[config.mk]
export PLATFORM = sky130hd
export DESIGN_NAME = fadd_align_pre_n36_flat
export DESIGN_NICKNAME = d
export VERILOG_FILES = /design/src/rtl/fadd_align_pre_n36_pkg.sv /design/src/rtl/fadd_align_pre_n36_if.sv /design/src/rtl/fadd_align_pre_n36_unpack.sv /design/src/rtl/fadd_align_pre_n36.sv /design/src/flat_wrapper.sv
export SDC_FILE = /design/constraint.sdc
export NUM_CORES = 1
export LEC_CHECK = 0
export ABC_AREA = 0
export BUFFER_PORTS_ARGS = -buffer_cell sky130_fd_sc_hd__buf_2
export CELL_PAD_IN_SITES_DETAIL_PLACEMENT = 0
export CELL_PAD_IN_SITES_GLOBAL_PLACEMENT = 1
export CORE_UTILIZATION = 40
export DETAILED_ROUTE_END_ITERATION = 10
export GPL_TIMING_DRIVEN = 0
export PLACE_DENSITY_LB_ADDON = 0.2
export SETUP_SLACK_MARGIN = 0.3
export SYNTH_ARGS = -nofsm -noshare
export SYNTH_HDL_FRONTEND = slang
export SYNTH_SLANG_ARGS = --single-unit
[constraint.sdc]
create_clock -name clk -period 2.5 [get_ports clk]
set_clock_uncertainty 0.15 [all_clocks]
set_input_delay 0.25 -clock clk [delete_from_list [all_inputs] [get_ports clk]]
set_output_delay 0.25 -clock clk [all_outputs]
set_load 0.03 [all_outputs]
[src/rtl/fadd_align_pre_n36_pkg.sv]
// -----------------------------------------------------------------------------
// fadd_pkg_N36
// Shared definitions for the 36-bit floating-point adder pre-alignment stage.
// Contents:
//   - the format widths
//   - the field positions inside the packed {sign, exp, man} word
//   - the unpacked operand struct
//   - the pipeline stage payload structs
// Optional feature macro: FADD_PRE_SPECIAL_EN adds NaN/Inf flags to the
// stage payloads.
// -----------------------------------------------------------------------------
package fadd_pkg_N36;

  localparam int FRAC_WIDTH = 36;                        // significand incl. hidden bit
  localparam int EXP_WIDTH  = 8;                         // biased exponent
  localparam int W          = 1 + EXP_WIDTH + FRAC_WIDTH - 1;

  localparam int SIGN_POS = W - 1;
  localparam int EXP_MSB  = W - 2;
  localparam int EXP_LSB  = FRAC_WIDTH - 1;
  localparam int MAN_MSB  = FRAC_WIDTH - 2;
  localparam int MAN_LSB  = 0;

  typedef struct packed {
    logic                  sign;
    logic [EXP_WIDTH-1:0]  exp;
    logic [FRAC_WIDTH-1:0] sig;
  } operand_t;

  // Stage 1 payload: both operands plus the pre-computed comparison terms.
  typedef struct packed {
    operand_t              a;
    operand_t              b;          // b.sign already includes the opcode
    logic [EXP_WIDTH:0]    d;          // two's complement expA - expB
    logic                  eq_exp;
    logic                  frac_a_ge;
    logic                  sign_diff;
`ifdef FADD_PRE_SPECIAL_EN
    logic                  is_nan;
    logic                  is_inf;
    logic                  inf_sign;
`endif
  } s1_t;

  // Stage 2 payload: the swapped bundle exactly as presented downstream.
  typedef struct packed {
    logic [FRAC_WIDTH-1:0] elarge_op;
    logic [FRAC_WIDTH-1:0] esmall_op;
    logic [EXP_WIDTH-1:0]  exp_f;
    logic [EXP_WIDTH:0]    diff_abs;
    logic                  sign_diff;
    logic                  sign_res;
    logic                  near_sel;
`ifdef FADD_PRE_SPECIAL_EN
    logic                  is_nan;
    logic                  is_inf;
    logic                  inf_sign;
`endif
  } s2_t;

endpackage

[src/rtl/fadd_align_pre_n36_if.sv]
// -----------------------------------------------------------------------------
// fadd_align_pre_n36_if
// Valid/ready bundle of the pre-alignment stage.
//   Input side : in_valid/in_ready, op_a, op_b, op_sub
//   Output side: out_valid/out_ready, elarge_op, esmall_op, exp_f, diff_abs,
//                sign_diff, sign_res, near_sel
//                (is_nan, is_inf, inf_sign with FADD_PRE_SPECIAL_EN)
// master: producer of operands / consumer of results
// slave : the pipeline stage itself
// -----------------------------------------------------------------------------
interface fadd_align_pre_n36_if;
  import fadd_pkg_N36::*;

  logic                  in_valid;
  logic                  in_ready;
  logic [W-1:0]          op_a;
  logic [W-1:0]          op_b;
  logic                  op_sub;
  logic                  out_valid;
  logic                  out_ready;
  logic [FRAC_WIDTH-1:0] elarge_op;
  logic [FRAC_WIDTH-1:0] esmall_op;
  logic [EXP_WIDTH-1:0]  exp_f;
  logic [EXP_WIDTH:0]    diff_abs;
  logic                  sign_diff;
  logic                  sign_res;
  logic                  near_sel;
`ifdef FADD_PRE_SPECIAL_EN
  logic                  is_nan;
  logic                  is_inf;
  logic                  inf_sign;
`endif

  modport master (
    output in_valid, op_a, op_b, op_sub, out_ready,
    input  in_ready, out_valid, elarge_op, esmall_op, exp_f, diff_abs,
           sign_diff, sign_res, near_sel
`ifdef FADD_PRE_SPECIAL_EN
    , input is_nan, is_inf, inf_sign
`endif
  );

  modport slave (
    input  in_valid, op_a, op_b, op_sub, out_ready,
    output in_ready, out_valid, elarge_op, esmall_op, exp_f, diff_abs,
           sign_diff, sign_res, near_sel
`ifdef FADD_PRE_SPECIAL_EN
    , output is_nan, is_inf, inf_sign
`endif
  );

endinterface

[src/rtl/fadd_align_pre_n36_unpack.sv]
// -----------------------------------------------------------------------------
// fadd_unpack_N36
// Combinational unpack of one packed operand.
//   word_i : packed {sign, exp, man}
//   opnd_o : {sign, exp, sig}; sig = {hidden, man}, forced to zero when exp==0
//   is_inf_o / is_nan_o (FADD_PRE_SPECIAL_EN only): all-ones exponent classes
// -----------------------------------------------------------------------------
module fadd_unpack_N36
  import fadd_pkg_N36::*;
(
  input  logic [W-1:0] word_i,
`ifdef FADD_PRE_SPECIAL_EN
  output logic         is_inf_o,
  output logic         is_nan_o,
`endif
  output operand_t     opnd_o
);

  logic [EXP_WIDTH-1:0]  exp_w;
  logic [FRAC_WIDTH-2:0] man_w;
  logic                  hidden_w;

  always_comb begin
    exp_w    = word_i[EXP_MSB:EXP_LSB];
    man_w    = word_i[MAN_MSB:MAN_LSB];
    hidden_w = |exp_w;
    opnd_o.sign = word_i[SIGN_POS];
    opnd_o.exp  = exp_w;
    // Denormals are flushed: a zero exponent zeroes the whole significand.
    opnd_o.sig  = hidden_w ? {1'b1, man_w} : '0;
  end

`ifdef FADD_PRE_SPECIAL_EN
  assign is_inf_o = (&exp_w) & ~(|man_w);
  assign is_nan_o = (&exp_w) &  (|man_w);
`endif

endmodule

[src/rtl/fadd_align_pre_n36.sv]
// -----------------------------------------------------------------------------
// fadd_align_pre_n36
// Upstream stage of the 36-bit floating-point adder. Unpacks both operands,
// folds the add/sub opcode into B's sign, and orders the operands so that
// elarge_op always carries the larger magnitude. Two-stage valid/ready
// pipeline with full back-pressure and no skid buffer.
// Ports:
//   clk   : rising-edge clock
//   rst_n : asynchronous active-low reset
//   bus   : fadd_align_pre_n36_if.slave (operand input / aligned bundle output)
// Optional feature macro: FADD_PRE_SPECIAL_EN (NaN/Inf classification outputs).
// -----------------------------------------------------------------------------
module fadd_align_pre_n36
  import fadd_pkg_N36::*;
(
  input  logic                 clk,
  input  logic                 rst_n,
  fadd_align_pre_n36_if.slave  bus
);

  logic [W-1:0] raw_w [2];
  operand_t     unp_w [2];
`ifdef FADD_PRE_SPECIAL_EN
  logic         inf_w [2];
  logic         nan_w [2];
`endif

  assign raw_w[0] = bus.op_a;
  assign raw_w[1] = bus.op_b;

  for (genvar gi = 0; gi < 2; gi++) begin : g_unpack
    fadd_unpack_N36 u_unpack (
      .word_i   (raw_w[gi]),
`ifdef FADD_PRE_SPECIAL_EN
      .is_inf_o (inf_w[gi]),
      .is_nan_o (nan_w[gi]),
`endif
      .opnd_o   (unp_w[gi])
    );
  end

  logic s1_valid_q, s1_valid_d;
  logic s2_valid_q, s2_valid_d;
  s1_t  s1_q, s1_d;
  s2_t  s2_q, s2_d;
  logic adv1, adv2;

  operand_t           b_eff;
  logic               a_large;
  logic [EXP_WIDTH:0] diff_abs_w;
`ifdef FADD_PRE_SPECIAL_EN
  logic               nan_in;
`endif

  always_comb begin
    adv2 = ~s2_valid_q | bus.out_ready;
    adv1 = ~s1_valid_q | adv2;

    b_eff      = unp_w[1];
    b_eff.sign = unp_w[1].sign ^ bus.op_sub;

    // ---------------- Stage 1 ----------------
    s1_valid_d = adv1 ? bus.in_valid : s1_valid_q;
    s1_d       = s1_q;
`ifdef FADD_PRE_SPECIAL_EN
    nan_in = nan_w[0] | nan_w[1] |
             (inf_w[0] & inf_w[1] & (unp_w[0].sign ^ b_eff.sign));
`endif
    if (adv1 && bus.in_valid) begin
      s1_d.a         = unp_w[0];
      s1_d.b         = b_eff;
      s1_d.d         = {1'b0, unp_w[0].exp} - {1'b0, unp_w[1].exp};
      s1_d.eq_exp    = (unp_w[0].exp == unp_w[1].exp);
      s1_d.frac_a_ge = (unp_w[0].sig >= unp_w[1].sig);
      s1_d.sign_diff = unp_w[0].sign ^ b_eff.sign;
`ifdef FADD_PRE_SPECIAL_EN
      s1_d.is_nan    = nan_in;
      s1_d.is_inf    = (inf_w[0] | inf_w[1]) & ~nan_in;
      // When both are infinite and not NaN the signs agree, so A's is fine.
      s1_d.inf_sign  = inf_w[0] ? unp_w[0].sign : b_eff.sign;
`endif
    end

    // ---------------- Stage 2 ----------------
    // A wins on a strictly larger exponent, or on equal exponents with a
    // significand that is not smaller; ties favour A, which keeps
    // elarge_op >= esmall_op whenever the exponents match.
    a_large    = ~s1_q.d[EXP_WIDTH] & (~s1_q.eq_exp | s1_q.frac_a_ge);
    diff_abs_w = s1_q.d[EXP_WIDTH] ? -s1_q.d : s1_q.d;

    s2_valid_d = adv2 ? s1_valid_q : s2_valid_q;
    s2_d       = s2_q;
    if (adv2 && s1_valid_q) begin
      s2_d.elarge_op = a_large ? s1_q.a.sig  : s1_q.b.sig;
      s2_d.esmall_op = a_large ? s1_q.b.sig  : s1_q.a.sig;
      s2_d.exp_f     = a_large ? s1_q.a.exp  : s1_q.b.exp;
      s2_d.sign_res  = a_large ? s1_q.a.sign : s1_q.b.sign;
      s2_d.diff_abs  = diff_abs_w;
      s2_d.sign_diff = s1_q.sign_diff;
      s2_d.near_sel  = s1_q.sign_diff & (diff_abs_w <= (EXP_WIDTH+1)'(1));
`ifdef FADD_PRE_SPECIAL_EN
      s2_d.is_nan    = s1_q.is_nan;
      s2_d.is_inf    = s1_q.is_inf;
      s2_d.inf_sign  = s1_q.inf_sign;
`endif
    end
  end

  always_ff @(posedge clk or negedge rst_n) begin
    if (!rst_n) begin
      s1_valid_q <= 1'b0;
      s2_valid_q <= 1'b0;
      s1_q       <= '0;
      s2_q       <= '0;
    end else begin
      s1_valid_q <= s1_valid_d;
      s2_valid_q <= s2_valid_d;
      s1_q       <= s1_d;
      s2_q       <= s2_d;
    end
  end

  assign bus.in_ready  = adv1;
  assign bus.out_valid = s2_valid_q;
  assign bus.elarge_op = s2_q.elarge_op;
  assign bus.esmall_op = s2_q.esmall_op;
  assign bus.exp_f     = s2_q.exp_f;
  assign bus.diff_abs  = s2_q.diff_abs;
  assign bus.sign_diff = s2_q.sign_diff;
  assign bus.sign_res  = s2_q.sign_res;
  assign bus.near_sel  = s2_q.near_sel;
`ifdef FADD_PRE_SPECIAL_EN
  assign bus.is_nan    = s2_q.is_nan;
  assign bus.is_inf    = s2_q.is_inf;
  assign bus.inf_sign  = s2_q.inf_sign;
`endif

endmodule
[src/flat_wrapper.sv]
// flat-port wrapper written by rule: the top's interface ports become plain ports
module fadd_align_pre_n36_flat import fadd_pkg_N36::*;
  (clk, rst_n, bus_in_valid, bus_op_a, bus_op_b, bus_op_sub, bus_out_ready, bus_in_ready, bus_out_valid, bus_elarge_op, bus_esmall_op, bus_exp_f, bus_diff_abs, bus_sign_diff, bus_sign_res, bus_near_sel);
  fadd_align_pre_n36_if bus_i ();
  input  logic clk;
  input  logic rst_n;
  input wire logic [$bits(bus_i.in_valid)-1:0] bus_in_valid;
  input wire logic [$bits(bus_i.op_a)-1:0] bus_op_a;
  input wire logic [$bits(bus_i.op_b)-1:0] bus_op_b;
  input wire logic [$bits(bus_i.op_sub)-1:0] bus_op_sub;
  input wire logic [$bits(bus_i.out_ready)-1:0] bus_out_ready;
  output wire logic [$bits(bus_i.in_ready)-1:0] bus_in_ready;
  output wire logic [$bits(bus_i.out_valid)-1:0] bus_out_valid;
  output wire logic [$bits(bus_i.elarge_op)-1:0] bus_elarge_op;
  output wire logic [$bits(bus_i.esmall_op)-1:0] bus_esmall_op;
  output wire logic [$bits(bus_i.exp_f)-1:0] bus_exp_f;
  output wire logic [$bits(bus_i.diff_abs)-1:0] bus_diff_abs;
  output wire logic [$bits(bus_i.sign_diff)-1:0] bus_sign_diff;
  output wire logic [$bits(bus_i.sign_res)-1:0] bus_sign_res;
  output wire logic [$bits(bus_i.near_sel)-1:0] bus_near_sel;
  assign bus_i.in_valid = bus_in_valid;
  assign bus_i.op_a = bus_op_a;
  assign bus_i.op_b = bus_op_b;
  assign bus_i.op_sub = bus_op_sub;
  assign bus_i.out_ready = bus_out_ready;
  assign bus_in_ready = bus_i.in_ready;
  assign bus_out_valid = bus_i.out_valid;
  assign bus_elarge_op = bus_i.elarge_op;
  assign bus_esmall_op = bus_i.esmall_op;
  assign bus_exp_f = bus_i.exp_f;
  assign bus_diff_abs = bus_i.diff_abs;
  assign bus_sign_diff = bus_i.sign_diff;
  assign bus_sign_res = bus_i.sign_res;
  assign bus_near_sel = bus_i.near_sel;
  fadd_align_pre_n36 u_core (.clk(clk), .rst_n(rst_n), .bus(bus_i));
endmodule
==> impl_metrics.tcl, run 1 <==
set metrics [dict create \
    outcome "complete, but fails checks" \
    violations "negative setup slack" \
    cts.sinks 196 \
    cts-root-buf "clkbuf_16" \
    setup_tns_ps -0.440 \
    startpoint_type "input pin" \
    synth_warnings 0 \
    powerDensity_nw_per_um2 832 \
    max_freq_ghz 0.400 \
    finalInstanceArea_um2 12300 \
    synth_edf_count 0 \
    vias 7838 \
    netlist_area_um2 9600 \
    seqPwrFrac_pct 41.0 \
    syn2layout_area_growth_pct 28.4 \
    final_cell_count_no_fill 1549 \
    initial_utilization_pct 40.8 \
    peakVddDrop_mv 0.443 \
    clock_latency_ps 430 \
    setup_slack_ps -0.440 \
    ys_async_sr_fraction_pct 100 \
    cp_max_fo 10 \
    dieArea_um2 24600 \
    leakagePower_nw 5.97 \
    n_antenna_cell 0 \
    rsz0062_at_grt "true" \
    syn_nets 1095 \
    synth_ff_type "dfrtp_1" \
    portBuffers 186 \
    dpl.cell_count 1462 \
    relSlewSlack_pct 49.8 \
    p_clk_share_pct 28.2 \
    grt_max_degree 106 \
    core-area_um2 23500 \
    critPathCaptureType "flip-flop" \
    cpMaxStageDelayCell "nor4_4" \
    place_ws_ps -1010 \
    cap_violations 0 \
    wirelength_mm 27.9 \
    switchingPower_mw 3.69 \
    hpwl_mm 19.7 \
    avgSynthCellArea_um2 10.0 \
    internal-power_mw 6.57 \
    post_drt_via_cell_ratio 5.06 \
    fin_util_pct 52.4 \
    worstPathBufferInverterCount 2 \
    grt-ovfl-total 0 \
    place_congestion 0.814 \
    cts_tree "built" \
    antenna_found_initial 0 \
    p_sw_share_pct 36.0 \
    crit_chain "buf_2, nor4_4, nand2_4, clkbuf_8, and2_1, ha_1, and3_1, nand4_1, nand2_1, a221oi_2, o31a_1, o22ai_1" \
    drc 0 \
    routedWlPerCell_um 18.0 \
    track_usage_pct 23.6 \
    hold_slack_ps 13.7 \
    first_global_vias 7765 \
    finalNetCount 1357 \
    period_needed_ps 2500 \
    drive_gt1_share_pct 25.6 \
    n_fill_cell 2264 \
    hold_violations 0 \
    tightest_slew_ps 753 \
    finalPower_mw 10.3 \
    die_y_um 157 \
    chipWidth_um 157 \
    grt_pass1_wl_mm 43.3 \
    ios 187 \
    cts-buffers-inserted 17 \
    cts_buffer_depth 2 \
    synth_cell_types 45 \
    dr.pass1.iters 5 \
    drtAntennaViolNets 0 \
    cp_top_family "simple AND/OR/NAND/NOR gates" \
    dpl-instance-area_um2 11100 \
    synth_seq_cells 196 \
    clk_pin_slew_ps 70 \
    rows 56 \
    drt_iter0_drc 396 \
    worstSetupPathType "input pin to flip-flop" \
    drv_slew 0 \
    crit_required_ps 2660 \
    p_comb_share_pct 30.7 \
    arrival_ps 2660 \
    fin_crit_sh_pct 100 \
    synth_seq_area_share_pct 51.1 \
    syn_inst 956 \
    critPathMaxStageDelay_ps 390 \
    htree_num_levels 4 \
    finalSetupViolations 1 \
    hold_path.class "input pin to flip-flop" \
]
[registers in the layout, indices dropped and copies added, names as in the netlist]
register              cells
u_core.bus.esmall_op     36
u_core.bus.sign_diff      1
u_core.bus.elarge_op     36
u_core.bus.near_sel       1
u_core.bus.sign_res       1
u_core.bus.exp_f          8
u_core.s1_valid_q         1
u_core.bus.out_valid      1
u_core.bus.diff_abs       9
u_core.s1_q             102
[metal layers]
layer	part of all wire [%]	vias to the layer above	routed length, um	global-route usage (%)
met2	49	153	13600	39.1
met1	47	3863	13100	32.4
li1	-	3804	-	-
met4	0.98	0	273	5.60
met5	0	-	0	0
met3	3.4	18	943	3.55
[power by group through the flow]
stage          registers, mW  clock network [mW]  logic (mW)
6_report                4.21                2.90        3.15
2_1_floorplan           4.98                   0        1.32
4_1_cts                 4.21                2.95        3.18
5_1_grt                 4.29                3.07        3.45
3_5_place_dp            4.26                   0        3.09
3_3_place_gp            4.26                   0        3.07
[cell usage in the layout (no fill, tap or decap), drive strengths merged, types with 4 or more instances in the layout]
| cell | netlist | final |
|---|---|---|
| nand2b | 4 | 4 |
| dlygate4sd3 | 0 | 52 |
| nand2 | 128 | 128 |
| ha | 45 | 45 |
| xor2 | 7 | 7 |
| nor4 | 6 | 6 |
| a21oi | 105 | 105 |
| clkbuf | 37 | 58 |
| nor2 | 100 | 100 |
| dfrtp | 196 | 196 |
| and2 | 39 | 39 |
| mux2i | 82 | 82 |
| o21ai | 62 | 62 |
| nor3 | 5 | 5 |
| xnor2 | 4 | 4 |
| inv | 22 | 25 |
| o21a | 4 | 4 |
| buf | 19 | 209 |
| mux2 | 38 | 38 |
| nand4 | 9 | 9 |
| o31ai | 7 | 7 |
| a21o | 6 | 6 |
[Yosys cell counts (5+ instances only)]
library cell	number	area share, %
inv_1	22	0.86
nor4_1	6	0.39
a21o_1	6	0.47
mux2i_1	82	8.5
buf_2	15	0.78
ha_1	45	5.9
nand4_1	9	0.59
dfrtp_1	196	51
o21ai_0	61	3.2
nand2_1	128	5.0
a21oi_1	105	5.5
nor2_1	100	3.9
clkbuf_1	35	1.4
xor2_1	7	0.64
and2_1	39	2.5
mux2_2	38	4.5
nor3_1	5	0.26
o31ai_1	7	0.55
[worst min-delay path, delay by kind of cell]
kind	cells	cell delay [ps]
AOI/OAI and AO/OA	1	100
and+or+nand+nor	1	100
buffers and inverters	1	100
[logic make-up (layout without fill, tap and decap cells)]
kind of cell / after synthesis / count (layout) / share of synthesized area, %
xor gates and xnor gates: 11 / 11 / 1.00
buffers and inverters: 78 / 352 / 3.61
muxes: 120 / 120 / 13.0
adders and majority gates: 46 / 46 / 6.07
AOI/OAI and AO/OA: 199 / 199 / 11.2
and+or+nand+nor: 306 / 306 / 14.0
DFF: 196 / 196 / 51.1
[timing repair]
action                                  CTS  global route
hold buffers                             52             0
endpoints found under the setup margin  100            92
pin swaps                                 4             5
buffers inserted                          2             2
endpoints found under the hold margin   143             0
gates resized for setup                  16            23
[worst paths after layout]
path	from	to	slack [ps]	depth (start not counted)
max	bus_op_a[41]	u_core.s1_q[1]	-0.4	12
min	bus_op_b[20]	u_core.s1_q[32]	10	3
max reg2reg	u_core.bus.out_valid	u_core.bus.elarge_op[5]	400	6
min reg2reg	u_core.s1_q[101]	u_core.s1_q[101]	330	2
max in group asynchronous	rst_n	u_core.bus.out_valid	960	3
min in group asynchronous	rst_n	u_core.s1_q[96]	250	2
[final cells by class]
cell class                 instances  area, um2  share of cell area [%]
tap                              319        399                    3.24
clock inverter                    11        150                    1.22
inverter                          22       82.6                   0.670
timing repair buffer             243       1520                    12.3
clock buffer                      20        457                    3.70
buffer                            56        345                    2.80
multi-input combinational        682       4470                    36.3
sequential                       196       4900                    39.8
Note: power is estimated with default switching activity, not from simulation.
==> run 2, diff against run 1 <==
Settings changed: SKIP_CTS_REPAIR_TIMING set to 1, SYNTH_HIERARCHICAL set to 1.
==> impl_metrics.tcl, run 2 <==
set metrics [dict create \
    synth_seq_area_share_pct 48.0 \
    cts-root-buf "clkbuf_16" \
    ios 187 \
    synthTopCellsByArea "dfrtp_1 (48%), mux2i_1 (8.1%), o21ai_1 (6.8%)" \
    peakVddDrop_mv 0.385 \
    synth_top_area_share_pct 48.0 \
    die_y_um 162 \
    place_congestion 0.823 \
    dieArea_um2 26200 \
    grt-ovfl-total 0 \
    syn_nets 1146 \
    cts-buffers-inserted 17 \
    cts_buffer_depth 2 \
    arrival_ps 2590 \
    netlist_area_um2 10200 \
    synth_seq_cells 196 \
    synthSimpleGateAreaFrac_pct 10.3 \
    ff2ff_setup_slack_ps 450 \
    crit_chain "buf_2, nor4_4, buf_12, buf_6, a21boi_1, ha_1, a21oi_2, o21ai_1, o31ai_2, a311oi_2, or3_1" \
    largest_reg_flops 102 \
    synth_ff_type "dfrtp_1" \
    setup_slack_ps 78.2 \
    worstPathBufferInverterCount 3 \
    cp.depth 11 \
    routedWlPerCell_um 18.5 \
    fin_crit_sh_pct 96.9 \
    wirelength_mm 29.3 \
    critPathMaxStageDelay_ps 380 \
    yosys-top-cells-count "dfrtp_1 (196), nand2_1 (168), o21ai_1 (139)" \
    initial_utilization_pct 40.7 \
    drtAntennaViolNets 0 \
    clock_latency_ps 440 \
    antenna_found_initial 0 \
    crit_required_ps 2670 \
    ys_async_sr_fraction_pct 100 \
    setup_tns_ps 0 \
    n_antenna_cell 0 \
    place_ws_ps -961 \
    powerDensity_nw_per_um2 810 \
    cap_violations 0 \
    period_needed_ps 2420 \
    cp_top_family "compound AO/OA/AOI/OAI gates" \
    avgSynthCellArea_um2 10.1 \
    htree_num_levels 4 \
    synth_warnings 6 \
    relSlewSlack_pct 43.2 \
    worstSetupPathType "input pin to flip-flop" \
    hold_violations 0 \
    max_freq_ghz 0.413 \
    hpwl_mm 21.5 \
    leakagePower_nw 6.27 \
    critPathCaptureType "flip-flop" \
    synthXorXnorAreaFrac_pct 0.686 \
    synthMuxAreaShare_pct 13.0 \
    cpMaxStageDelayCell "o31ai_2" \
    syn2layout_area_growth_pct 22.9 \
    startpoint_type "input pin" \
    synth_fa_ha_area_share_pct 5.71 \
    cts.sinks 196 \
    mostFrequentLayoutCells "buf_2 (209), dfrtp_1 (196), nand2_1 (167)" \
    chipWidth_um 162 \
    portBuffers 184 \
    synth_area_leader_cell "dfrtp_1" \
    first_global_vias 8107 \
    n_fill_cell 2495 \
    dr.pass1.iters 6 \
    clk_pin_slew_ps 80 \
    rows 58 \
    synth_cell_types 54 \
    drc 0 \
    track_usage_pct 22.9 \
    top_register "u_core/s1_q" \
    post_drt_via_cell_ratio 5.07 \
    reg2reg_depth 5 \
    synth_top_family_by_area "compound AO/OA/AOI/OAI gates" \
    tightest_slew_ps 853 \
    syn_inst 1007 \
    finalNetCount 1374 \
    yosysMostFrequentCell "dfrtp_1" \
    outcome "complete, no violations" \
    vias 7995 \
    cp_max_fo 10 \
    cts_tree "built" \
    drv_slew 0 \
    finalSetupViolations 0 \
    synth_compound_area_share_pct 15.9 \
    hold_path.class "input pin to flip-flop" \
    grt_pass1_wl_mm 45.6 \
    grt_max_degree 108 \
    drt_iter0_drc 403 \
    holdPathStages 3 \
    layout_commonest_cell "buf_2" \
    core-area_um2 25100 \
    rsz0062_at_grt "true" \
    drive_gt1_share_pct 26.0 \
    synth_edf_count 0 \
]
-- run 2: cell count changes in the layout (fill, tap and decap cells not counted), moves of 12 or more --
cell	change
dlygate4sd3_1	-47
o21ai_0	-48
nand2_1	+42
mux2_1	+44
buf_4	+26
and2_1	-35
mux2_2	-38
inv_1	+31
buf_2	+12
nor2_1	-91
a21oi_1	-87
o21ai_1	+137
a21boi_0	+37
a21boi_1	+32
-- run 2: through the flow --
| step | instance area (um2) | utilization [%] | cells | hold WS (ps) | power [mW] |
|---|---|---|---|---|---|
| 6_report | 12600 | 50.0 | 1578 | 6.22 | 10.2 |
| 5_1_grt | 12600 | 50.0 | 1578 | 5.48 | 10.7 |
| 4_1_cts | 12200 | 48.5 | 1554 | -243 | 10.2 |
| 3_5_place_dp | 11600 | 46.2 | 1522 | 230 | 7.38 |
| 3_3_place_gp | 11600 | 46.1 | 1521 | 306 | 7.33 |
| 2_1_floorplan | 10200 | - | 1007 | -196 | 6.31 |
-- run 2: final timing paths --
| kind | startpoint | end |
|---|---|---|
| max in group asynchronous | rst_n | u_core/bus.elarge_op[34] |
| worst min-delay path | bus_out_ready | u_core/bus.out_valid |
| worst min register to register | u_core/bus.diff_abs[8] | u_core/bus.diff_abs[8] |
| worst max register to register | u_core/s1_q[11] | u_core/bus.esmall_op[4] |
| min in group asynchronous | rst_n | u_core/bus.esmall_op[22] |
| worst max-delay path | bus_op_a[36] | u_core/s1_q[1] |
-- run 2: worst reg2reg max path: cells and delay by family (launching register included) --
family                 cells  cell delay [ps]
multiplexers               1              310
AO/OA/AOI/OAI              2              220
buffers and inverters      2              750
flip-flops                 1              470
-- run 2: area by class of cell --
type / instances / area, um2 / share of cell area (%)
tap: 330 / 413 / 3.29
buffer: 79 / 495 / 3.95
inverter: 53 / 199 / 1.58
sequential: 196 / 4900 / 39.1
timing repair buffer: 209 / 1200 / 9.58
clock inverter: 14 / 156 / 1.25
clock buffer: 18 / 429 / 3.42
multi-input combinational: 679 / 4760 / 37.9
-- run 2: kinds of logic (layout without fill, tap and decap cells) --
logic type | count (synthesis) | count (layout)
XOR/XNOR | 8 | 8
flip-flops | 196 | 196
AND/OR/NAND/NOR | 226 | 226
buffers and inverters | 132 | 373
AO/OA/AOI/OAI | 272 | 272
multiplexers | 127 | 127
adder cells (fa/ha/maj) | 46 | 46
-- run 2: where the power goes --
group | internal, mW | switching [mW] | total, mW
clock | 1.43 | 1.38 | 2.81
sequential | 3.80 | 0.420 | 4.22
combinational | 1.08 | 2.05 | 3.14
-- run 2: routing by layer --
layer / track usage (%) / up-vias / share of wire, %
met1: 31.1 / 3869 / 46
met5: 0 / - / 0
met2: 38.1 / 181 / 48
met4: 6.69 / 0 / 1.4
li1: - / 3921 / -
met3: 2.99 / 24 / 4.0
